--- src/rtl/vertical_forward_stage.sv ---
// Vertical router stage: FIFO-buffered spike packets are routed by their signed dy field,
// either onward to the next vertical hop (dy adjusted by ADD) or to the local core (dy stripped).
module vertical_forward_stage #(
    parameter int DATA_WIDTH   = 23,
    parameter int DY_MSB       = 20,
    parameter int DY_LSB       = 12,
    parameter int ADD          = 1,
    parameter int BUFFER_DEPTH = 4
) (
    input  logic                                          clk,
    input  logic                                          rst,
    input  logic [DATA_WIDTH-1:0]                         din,
    input  logic                                          din_wen,
    output logic                                          din_full,
    output logic [DATA_WIDTH-1:0]                         dout_a,
    output logic                                          dout_a_wen,
    input  logic                                          dout_a_full,
    output logic [DATA_WIDTH-(DY_MSB-DY_LSB+1)-1:0]       dout_b,
    output logic                                          dout_b_wen,
    input  logic                                          dout_b_full
);

    localparam int DYW = DY_MSB - DY_LSB + 1;
    localparam int BW  = DATA_WIDTH - DYW;
    localparam int AW  = $clog2(BUFFER_DEPTH);

    logic [DATA_WIDTH-1:0] mem [BUFFER_DEPTH];
    logic [AW-1:0]         rptr_reg;
    logic [AW-1:0]         wptr_reg;
    logic [AW:0]           count_reg;

    logic [DATA_WIDTH-1:0] dout_a_reg;
    logic [BW-1:0]         dout_b_reg;
    logic                  dout_a_wen_reg;
    logic                  dout_b_wen_reg;

    logic [DATA_WIDTH-1:0] head;
    logic [DYW-1:0]        dy;
    logic [DYW-1:0]        dy_next;
    logic [DATA_WIDTH-1:0] fwd_word;
    logic [BW-1:0]         local_word;
    logic                  to_local;
    logic                  push;
    logic                  pop;

    assign head     = mem[rptr_reg];
    assign dy       = head[DY_MSB:DY_LSB];
    // Wraps modulo 2^DYW; a negative ADD truncates to its two's-complement form.
    assign dy_next  = dy + DYW'(ADD);
    assign to_local = (dy == '0);

    assign din_full = (count_reg == (AW+1)'(BUFFER_DEPTH));
    assign push     = din_wen && !din_full;
    assign pop      = (count_reg != '0) && (to_local ? !dout_b_full : !dout_a_full);

    // Splice the adjusted/stripped dy field, tolerating an absent upper or lower slice.
    generate
        if (DY_MSB < DATA_WIDTH - 1 && DY_LSB > 0) begin : g_both
            assign fwd_word   = {head[DATA_WIDTH-1:DY_MSB+1], dy_next, head[DY_LSB-1:0]};
            assign local_word = {head[DATA_WIDTH-1:DY_MSB+1], head[DY_LSB-1:0]};
        end else if (DY_LSB > 0) begin : g_no_upper
            assign fwd_word   = {dy_next, head[DY_LSB-1:0]};
            assign local_word = head[DY_LSB-1:0];
        end else begin : g_no_lower
            assign fwd_word   = {head[DATA_WIDTH-1:DY_MSB+1], dy_next};
            assign local_word = head[DATA_WIDTH-1:DY_MSB+1];
        end
    endgenerate

    always_ff @(posedge clk) begin
        if (push) begin
            mem[wptr_reg] <= din;
        end
    end

    always_ff @(posedge clk) begin
        if (rst) begin
            rptr_reg  <= '0;
            wptr_reg  <= '0;
            count_reg <= '0;
        end else begin
            if (push) begin
                wptr_reg <= wptr_reg + AW'(1);
            end
            if (pop) begin
                rptr_reg <= rptr_reg + AW'(1);
            end
            case ({push, pop})
                2'b10:   count_reg <= count_reg + (AW+1)'(1);
                2'b01:   count_reg <= count_reg - (AW+1)'(1);
                default: count_reg <= count_reg;
            endcase
        end
    end

    always_ff @(posedge clk) begin
        if (rst) begin
            dout_a_reg     <= '0;
            dout_b_reg     <= '0;
            dout_a_wen_reg <= 1'b0;
            dout_b_wen_reg <= 1'b0;
        end else begin
            dout_a_wen_reg <= pop && !to_local;
            dout_b_wen_reg <= pop && to_local;
            if (pop && !to_local) begin
                dout_a_reg <= fwd_word;
            end
            if (pop && to_local) begin
                dout_b_reg <= local_word;
            end
        end
    end

    assign dout_a     = dout_a_reg;
    assign dout_b     = dout_b_reg;
    assign dout_a_wen = dout_a_wen_reg;
    assign dout_b_wen = dout_b_wen_reg;

endmodule

--- config.mk ---
export PLATFORM = sky130hd
export DESIGN_NAME = vertical_forward_stage
export DESIGN_NICKNAME = d
export VERILOG_FILES = /design/src/rtl/vertical_forward_stage.sv
export SDC_FILE = /design/constraint.sdc
export NUM_CORES = 1
export LEC_CHECK = 0
export ABC_AREA = 1
export BUFFER_PORTS_ARGS = -buffer_cell sky130_fd_sc_hd__buf_2
export CAP_MARGIN = 40
export CORE_UTILIZATION = 50
export DETAILED_ROUTE_END_ITERATION = 10
export GPL_TIMING_DRIVEN = 0
export PLACE_DENSITY = 0.73
export RECOVER_POWER = 50
export SLEW_MARGIN = 20
export SYNTH_ARGS = -nofsm -noshare
export SYNTH_HDL_FRONTEND = slang
export SYNTH_SLANG_ARGS = --single-unit
--- constraint.sdc ---
create_clock -name clk -period 8.2 [get_ports clk]
set_input_delay 1.64 -clock clk [delete_from_list [all_inputs] [get_ports clk]]
set_output_delay 1.64 -clock clk [all_outputs]
set_load 0.02 [all_outputs]
Word level (Yosys, flattened, before mapping)
Memory sizes are Yosys's and may differ from the RTL's. A register that Yosys moved wholly into a read port is not among the register bits.
Index checks and enable logic that the tools add are counted.
{"block": "word_totals", "out_inout_bits": 40, "register_bits": 46, "romBits": 0, "ram_bits": 92, "word_cells": 33, "memories": 1, "latch_bits": 0}
{"memory": "mem", "depth": 4, "width": 23, "read_ports": 1, "rd_clocked_by_memory_dff": 1, "write_ports": 1, "line": "27", "rtl": "logic [DATA_WIDTH-1:0] mem [BUFFER_DEPTH];"}
{"block": "op_classes", "n_eq_ne": 3, "mul": 0, "bitwise": 0, "n_lt_le_gt_ge": 0, "n_shift": 0, "n_div": 0, "reduce_logical": 11, "add_sub_neg": 5, "n_mux": 6}
{"operator": "9-bit by 1-bit adder with 9-bit output, second input constant", "count": 1}
{"operator": "9-bit logical NOT", "count": 1}
{"operator": "3-bit case mux with 2 select lines", "count": 1}
{"operator": "2-bit by 1-bit adder with 2-bit output, second input constant", "count": 2}
{"operator": "1-bit logical AND", "count": 4}
{"operator": "1-bit logical NOT", "count": 4}
{"operator": "2-bit two-way mux", "count": 2}
{"operator": "3-bit by 1-bit adder with 3-bit output, second input constant", "count": 1}
{"operator": "3-bit == test, second input constant", "count": 1}
{"operator": "1-bit two-way mux", "count": 3}
{"operator": "3-bit nonzero test", "count": 1}
{"operator": "3-bit by 1-bit subtractor with 3-bit output, second input constant", "count": 1}
{"operator": "2-bit by 1-bit == test with 1-bit output, second input constant", "count": 1}
{"operator": "2-bit == test, second input constant", "count": 1}
{"operator": "2-bit nonzero test", "count": 1}

Depth between registers and ports, before layout
Gate-level depths: netlist of run 1.
{"block": "depth", "word_depth": 5, "ltp_mapped": 20}

Worst setup path after synthesis of run 1
Ideal clock, no wire load.
{"block": "synth_path", "path_type": "input to register", "start": "input din_wen", "end": "memory mem[0][0], enable pin", "setup_slack_ps": 4877, "cell_stages": 4, "setup_ps": 403, "arrival_time_ps": 2920, "cell_sequence": "inv_1 > nor2_1 > inv_1 > nor2_1"}
{"block": "synth_between", "elab_chain_cells": 3}
{"element": "from (decl)", "line": "13", "rtl": "input logic din_wen,"}
{"element": "1-bit logical AND", "line": "53", "rtl": "assign push = din_wen && !din_full;"}
{"element": "1-bit two-way mux", "line": "71", "rtl": "if (push) begin"}
{"element": "1-bit two-way mux (implied by the code)", "line": "72", "rtl": "mem[wptr_reg] <= din;"}
{"element": "to (decl)", "line": "27"}
No other way between the ends.

Final worst setup path of run 1
{"block": "layout_path", "start": "input din_wen", "end": "memory mem[0][5], enable pin"}
The elaborated chain is that of the path after synthesis.

==> run summary, run 1 <==
Rel. slew slack: -4.169%
Yosys reg bits: 140
Drt drc: 0
Hold Slack: 0.4503 ns
Port bufs: 67
Worst skew pair latency: 0.42 ns
P_leak: 2.723 nW
Pint: 1.423 mW
Post-CTS Resized: 0
Diodes inserted: 0
Clk sink count: 140
Layout cells sized above 1: 14.96%
Vias in the first global route: 3,786
FF-to-FF setup slack: 4.84 ns
Slew @ Worst Pin: 1.563 ns
Crit path kind: primary input to flip-flop
Area Overhead vs Synth: 17.77%
Post-synth EDFFs: 92
H-tree levels: 4
Filler cells: 891
Vias per cell: 5.004
Flop pwr share: 41.2%
CP Capture Type: flip-flop
Synth top area share: 48.39%
Clock Root Buffer: clkbuf_16
Critical path fanouts, max: 23
Required @ worst endpoint: 8.22 ns
Post-route worst setup slack: 4.830 ns
Failing checks: max-capacitance violations, max-slew violations
GP Congestion: 0.7991
Top post-synthesis cells by area: edfxtp_1 48%, dfxtp_1 17%, nand2_1 6.8%, nor2_1 6.2%, inv_1 4.1%
Syn nets: 589
Max reg flops: 92
Non-Filler Instances: 795
Setup TNS: 0 ns
TritonCTS clock tree: done
FFs w/ async S/R, synth: 0%
Worst min-delay path category: flip-flop to flip-flop
Max Clk Rate: 0.2967 GHz
Row count: 38
Drt first-iter violations: 347
Syn avg cell area: 10.32 um2
Hold Buf Count CTS: 0
Cells after synthesis: 553
Starting Density: 51.98%
Unrepaired setup endpoints after global routing: no
Seq/Total Area, Yosys: 65.22%
Total gr overflow: 0
Cell Pwr Density: 322.7 nW/um2
Hpwl dp: 7.660 mm
Largest net degree at the start of global routing: 24
Overall via count from detail_route: 3,978
# setup viols final: 0
Part of the cycle the worst path needs: 41.10%
Antenna Nets Post-Route: 0
Total Nets Final: 678
Pins Over Slew Limit: 24
Final worst path period need: 3.370 ns
Routed WL: 11.71 mm
Worst Skew: 0.01187 ns
Die ar.: 11,850 um2
Status: finished, violations left
Post-Syn Area: 5709 um2
Sw Share: 34.40%
Cell accounting for the most synthesized area: edfxtp_1
Setup Slack @ Placement: 4.798 ns
Most frequent cell after synthesis: nand2_1
First-pass iteration count of the detailed router: 5
Psw: 746.3 uW
Clk slew on worst S/H paths: 0.06 ns
IO Pins: 68
Total Routing Usage GR: 21.18%
Post-placement cell count: 763
Clock buffer depth: 2
Final hold vios: 0
First-pass GRT wire length: 18.31 mm
Library cells used by synthesis: 30
Crit path DAT: 3.39 ns
Num CTS Buffers: 17
Die W: 108.9 um
Die height: 108.9 um
Avg WL per Cell: 14.73 um
Synth top cells by count: 104 x nand2_1, 95 x nor2_1, 92 x edfxtp_1
Clk pwr share: 31.1%
Initial antenna violation count: 0
Critical Path Start Type: primary input
Core Region: 10,980 um2
Yosys warns: 0
Post-CTS setup buffer count: 0
VDD IR-drop max: 153.9 uV
Synth Flop Type: edfxtp_1
Maxcap violations: 1
Combinational power share: 27.7%
layout by cell type, fill, tap and decap left out, drive strengths merged, types with 2 or more instances in the layout:
| cell | count |
|---|---|
| nor2 | 97 |
| o21bai | 2 |
| buf | 54 |
| xnor2 | 2 |
| clkbuf | 59 |
| a211oi | 11 |
| clkinv | 6 |
| a21oi | 14 |
| nand3 | 23 |
| nand2 | 105 |
| xor2 | 3 |
| and2 | 2 |
| nand4 | 4 |
| ha | 7 |
| o21ai | 36 |
| edfxtp | 92 |
| dfxtp | 48 |
| o22ai | 14 |
| inv | 67 |
| clkinvlp | 6 |
kinds of logic after synthesis:
logic type / share of synthesized area [%]
buffers and inverters: 7.320
DFF: 65.22
AOI/OAI and AO/OA: 8.152
xor gates and xnor gates: 0.7672
and+or+nand+nor: 16.66
adders and majority gates: 1.885
routing by layer:
| layer | GRT usage, % | vias up | share of wire, % | routed length [um] |
|---|---|---|---|---|
| li1 | - | 2001 | - | - |
| met1 | 27.31 | 1836 | 45 | 5306 |
| met2 | 33.54 | 129 | 47 | 5467 |
| met3 | 5.858 | 12 | 6.2 | 724 |
| met4 | 9.266 | 0 | 1.8 | 213 |
| met5 | 0 | - | 0 | 0 |
power groups by stage:
| stage | registers, mW | logic [mW] | clock network, mW |
|---|---|---|---|
| 2_1_floorplan | 0.953 | 0.380 | 0 |
| 3_3_place_gp | 0.906 | 0.591 | 0 |
| 3_5_place_dp | 0.907 | 0.620 | 0 |
| 4_1_cts | 0.893 | 0.627 | 0.680 |
| 5_1_grt | 0.902 | 0.673 | 0.709 |
| 6_report | 0.893 | 0.601 | 0.675 |
metrics by stage:
| step | power, mW | util [%] | area (um2) |
|---|---|---|---|
| global route | 2.284 | 61.22 | 6724 |
| global placement | 1.497 | 56.63 | 6220 |
| floorplan | 1.333 | - | 5709 |
| CTS | 2.200 | 62.24 | 6835 |
| finish | 2.170 | 61.22 | 6724 |
| detailed placement | 1.527 | 57.45 | 6310 |
worst paths after layout:
kind                                     to                    from  depth (start not counted)
setup / recovery        mem[0][5]$_DFFE_PP_                 din_wen                          6
hold / removal       dout_b[6]$_SDFFE_PP0P_  dout_b[6]$_SDFFE_PP0P_                          2
hold reg to reg      dout_b[6]$_SDFFE_PP0P_  dout_b[6]$_SDFFE_PP0P_                          2
setup reg to reg  count_reg[2]$_SDFFE_PP0P_               flip-flop                         19
worst max-delay path: stages:
cell	delay, ns
buf_2	0.07
inv_1	0.03
nor2_1	0.15
inv_1	0.22
nor2_4	0.12
clkbuf_1	1.13
final cells by class:
type | instances | area, um2 | share of cell area [%]
multi-input cells | 323 | 1580 | 23.50
inverters | 65 | 244.0 | 3.629
clock inverters | 14 | 96.34 | 1.433
repair buffers | 70 | 349.1 | 5.192
plain buffers | 25 | 126.4 | 1.879
well taps | 140 | 175.2 | 2.605
flip-flops and latches | 140 | 3724 | 55.38
clock buffers | 18 | 429.2 | 6.383
No activity file was read; power rests on OpenSTA's default activity.
==> run 2: changes to the inputs <==
ABC_AREA = 0   (was 1)
PLACE_DENSITY = 0.76   (was 0.73)
clock period = 3.1 ns   (was 8.2 ns; I/O delays follow)
==> run summary, run 2 <==
Multi-input logic area: 1575 um2 (was 1580 um2)
Clock buffer depth: 2 (unchanged)
Max reg flops: 92 (unchanged)
Yosys reg bits: 140 (unchanged)
Part of the cycle the worst path needs: 99.41%
IO Pins: 68 (unchanged)
Required @ worst endpoint: 3.56 ns (was 8.22 ns)
H-tree levels: 4 (unchanged)
Critical path fanouts, max: 8 (was 23)
Non-Filler Instances: 569 (was 795)
Worst r2r path cells: 14 (was 19)
Pins Over Slew Limit: 0 (was 24)
Commonest non-fill, non-tap cell in the layout: edfxtp_1 (was nand2_1)
Syn avg cell area: 16.73 um2 (was 10.32 um2)
VDD IR-drop max: 406.8 uV (was 153.9 uV)
Largest net degree at the start of global routing: 24 (unchanged)
Maxcap violations: 0 (was 1)
Worst r2r dst: count_reg[2]$_SDFFE_PP0P_ (unchanged)
FFs w/ async S/R, synth: 0% (unchanged)
Sw Share: 30.08% (was 34.40%)
Diodes inserted: 0 (unchanged)
Synth top area share: 51.44% (was 48.39%)
First-pass iteration count of the detailed router: 5 (unchanged)
FF-to-FF setup slack: 0.02 ns (was 4.84 ns)
Clk sink count: 140 (unchanged)
Synth Flop Type: edfxtp_1 (unchanged)
Worst Skew: 0.008526 ns (was 0.01187 ns)
CP max-delay cell: mux4_2 (was clkbuf_1)
Storage cell area: 3729 um2 (was 3724 um2)
Layout cells sized above 1: 22.86% (was 14.96%)
Worst skew pair latency: 0.52 ns (was 0.42 ns)
Total number of cells along the worst setup path: 14 (was 6)
Hpwl dp: 6.345 mm (was 7.660 mm)
Die W: 105.6 um (was 108.9 um)
Row count: 37 (was 38)
Pint: 3.962 mW (was 1.423 mW)
Crit path kind: flip-flop to flip-flop (was primary input to flip-flop)
Top delay family on crit path: adder cells (was buffers and inverters)
Clk pwr share: 33.0% (was 31.1%)
Commonest non-fill, non-tap cells in the layout: 92 x edfxtp_1, 69 x clkbuf_1, 48 x nor2_1 (was 104 x nand2_1, 92 x nor2_1, 92 x edfxtp_1)
TritonCTS clock tree: done (unchanged)
Slew @ Worst Pin: 0.6681 ns (was 1.563 ns)
Vias per cell: 5.257 (was 5.004)
Clock Root Buffer: clkbuf_8 (was clkbuf_16)
Avg WL per Cell: 18.11 um (was 14.73 um)
Final hold vios: 0 (unchanged)
Unrepaired setup endpoints after global routing: yes (was no)
Psw: 1.704 mW (was 746.3 uW)
Hold Slack: 0.3473 ns (was 0.4503 ns)
Die height: 105.6 um (was 108.9 um)
Clk slew on worst S/H paths: 0.06 ns (about the same)
Post-placement cell count: 524 (was 763)
Starting Density: 51.79% (was 51.98%)
Total Nets Final: 456 (was 678)
Flop pwr share: 41.9% (was 41.2%)
Syn nets: 357 (was 589)
Post-route worst setup slack: 0.01833 ns (was 4.830 ns)
Total Routing Usage GR: 20.03% (was 21.18%)
Hold Buf Count CTS: 0 (unchanged)
Post-synth EDFFs: 92 (unchanged)
Library cells used by synthesis: 34 (was 30)
Critical Path End: count_reg[2]$_SDFFE_PP0P_ (was mem[0][5]$_DFFE_PP_)
Routed WL: 10.31 mm (was 11.71 mm)
Initial antenna violation count: 0 (unchanged)
Crit path buf inv count: 4 (unchanged)
GP Congestion: 0.7185 (was 0.7991)
Cells after synthesis: 321 (was 553)
Yosys warns: 0 (unchanged)
Worst min-delay path category: primary input to flip-flop (was flip-flop to flip-flop)
First-pass GRT wire length: 15.99 mm (was 18.31 mm)
Synth top cells by count: 92 x edfxtp_1, 48 x dfxtp_1, 48 x nor2_1 (was 104 x nand2_1, 95 x nor2_1, 92 x edfxtp_1)
Drt drc: 0 (unchanged)
Final worst path period need: 3.082 ns
Seq/Total Area, Yosys: 69.34% (was 65.22%)
Crit path DAT: 3.54 ns (was 3.39 ns)
Status: completed (was finished, violations left)
Overall via count from detail_route: 2,991 (was 3,978)
Cell accounting for the most synthesized area: edfxtp_1 (unchanged)
Design Power: 5.667 mW (was 2.170 mW)
Antenna Nets Post-Route: 0 (unchanged)
Filler cells: 805 (was 891)
Drt first-iter violations: 150 (was 347)
Most frequent cell after synthesis: edfxtp_1 (was nand2_1)
Post-Syn Area: 5370 um2 (was 5709 um2)
# setup viols final: 0 (unchanged)
CP Capture Type: flip-flop (unchanged)
Total gr overflow: 0 (unchanged)
Max Clk Rate: 0.3245 GHz
Setup Slack @ Placement: -0.4241 ns (was 4.798 ns)
Port bufs: 67 (unchanged)
Area Overhead vs Synth: 21.60% (was 17.77%)
Critical Path Max Stage Delay: 0.40 ns (was 1.13 ns)
Critical Path Start Type: flip-flop (was primary input)
Core Region: 10,370 um2 (was 10,980 um2)
Vias in the first global route: 3,071 (was 3,786)
Die ar.: 11,160 um2 (was 11,850 um2)
Rel. slew slack: 55.46% (was -4.169%)
CP cell instances: buf_12 > mux4_2 > inv_2 > ha_4 > nor4b_4 > buf_4 > a211o_4 > nand2_4 > ha_4 > inv_2 > fa_2 > xor2_2 > or3_4 > a21oi_2 (was buf_2 > inv_1 > nor2_1 > inv_1 > nor2_4 > clkbuf_1)
P_leak: 2.306 nW (was 2.723 nW)
Num CTS Buffers: 17 (unchanged)
Combinational power share: 25.1% (was 27.7%)
Cell Pwr Density: 867.8 nW/um2 (was 322.7 nW/um2)
Top post-synthesis cells by area: edfxtp_1 51%, dfxtp_1 18%, mux4_2 8.0%, mux2i_1 5.6%, nor2_1 3.4% (was edfxtp_1 48%, dfxtp_1 17%, nand2_1 6.8%, nor2_1 6.2%, inv_1 4.1%)
[run 2: cell types whose count changed after synthesis, sizes merged, moves of 12 or more]
cell,delta
a21oi,-12
inv,-56
mux2i,+30
mux4,+23
nand2,-100
nand3,-20
nor2,-49
o21ai,-35
o22ai,-14
[run 2: layer usage]
layer / track usage (%) / vias up / routed length (um)
met3: 5.937 / 14 / 503
met2: 33.79 / 82 / 5309
met1: 23.70 / 1498 / 4292
met5: 0 / - / 0
li1: - / 1397 / -
met4: 9.226 / 0 / 201
[run 2: how the worst min path moves through the flow]
| stage | cells after the start | endpoint | startpoint | slack, ns |
|---|---|---|---|---|
| 2_1_floorplan | 2 | count_reg[2]$_SDFFE_PP0P_ | count_reg[2]$_SDFFE_PP0P_ | 0.47 |
| 3_3_place_gp | 2 | dout_a[0]$_SDFFE_PP0P_ | dout_a[0]$_SDFFE_PP0P_ | 0.47 |
| 3_5_place_dp | 2 | dout_a[2]$_SDFFE_PP0P_ | dout_a[2]$_SDFFE_PP0P_ | 0.48 |
| 4_1_cts | 1 | mem[2][5]$_DFFE_PP_ | din[5] | 0.29 |
| 5_1_grt | 1 | mem[3][1]$_DFFE_PP_ | din[1] | 0.34 |
| 6_report | 1 | mem[2][5]$_DFFE_PP_ | din[5] | 0.35 |
[run 2: cell type report]
class | count | area share (%)
sequential | 140 | 57.10
multi-input combinational | 158 | 24.12
clock buffer | 17 | 6.342
timing repair buffer | 82 | 5.844
tap | 136 | 2.606
clock inverter | 15 | 2.146
buffer | 13 | 1.380
inverter | 8 | 0.4599
[run 2: power by group through the flow]
stage          combinational, mW  sequential, mW  clock [mW]
2_1_floorplan              0.877            2.50           0
3_3_place_gp                1.31            2.39           0
3_5_place_dp                1.34            2.40           0
4_1_cts                     1.42            2.36        1.90
5_1_grt                     1.53            2.40        1.97
6_report                    1.42            2.38        1.87
[run 2: cells by family (layout without fill, tap and decap cells)]
group | after synthesis | count (layout) | share of synthesized area (%)
flops | 140 | 140 | 69.34
buf+inv | 23 | 135 | 2.446
xor+xnor | 10 | 10 | 1.631
simple gates | 72 | 72 | 6.687
compound gates | 14 | 14 | 2.167
fa+ha+maj | 8 | 8 | 2.004
mux | 54 | 54 | 15.73
[run 2: through the flow]
stage / cell area, um2 / TNS [ns] / util (%)
after floorplan: 5393 / -0.08434 / -
after global placement: 5898 / -0.5749 / 56.88
after detailed placement: 5903 / -0.6741 / 56.93
after CTS: 6551 / -0.1030 / 63.18
after global routing: 6530 / -0.04526 / 62.97
final: 6530 / 0 / 62.97
[run 2: what timing repair did]
item,4_1_cts,5_1_grt
pin swaps,1,10
resized for setup,5,10
setup buffers,9,6
setup endpoints to repair,2,2
gates cloned,0,0
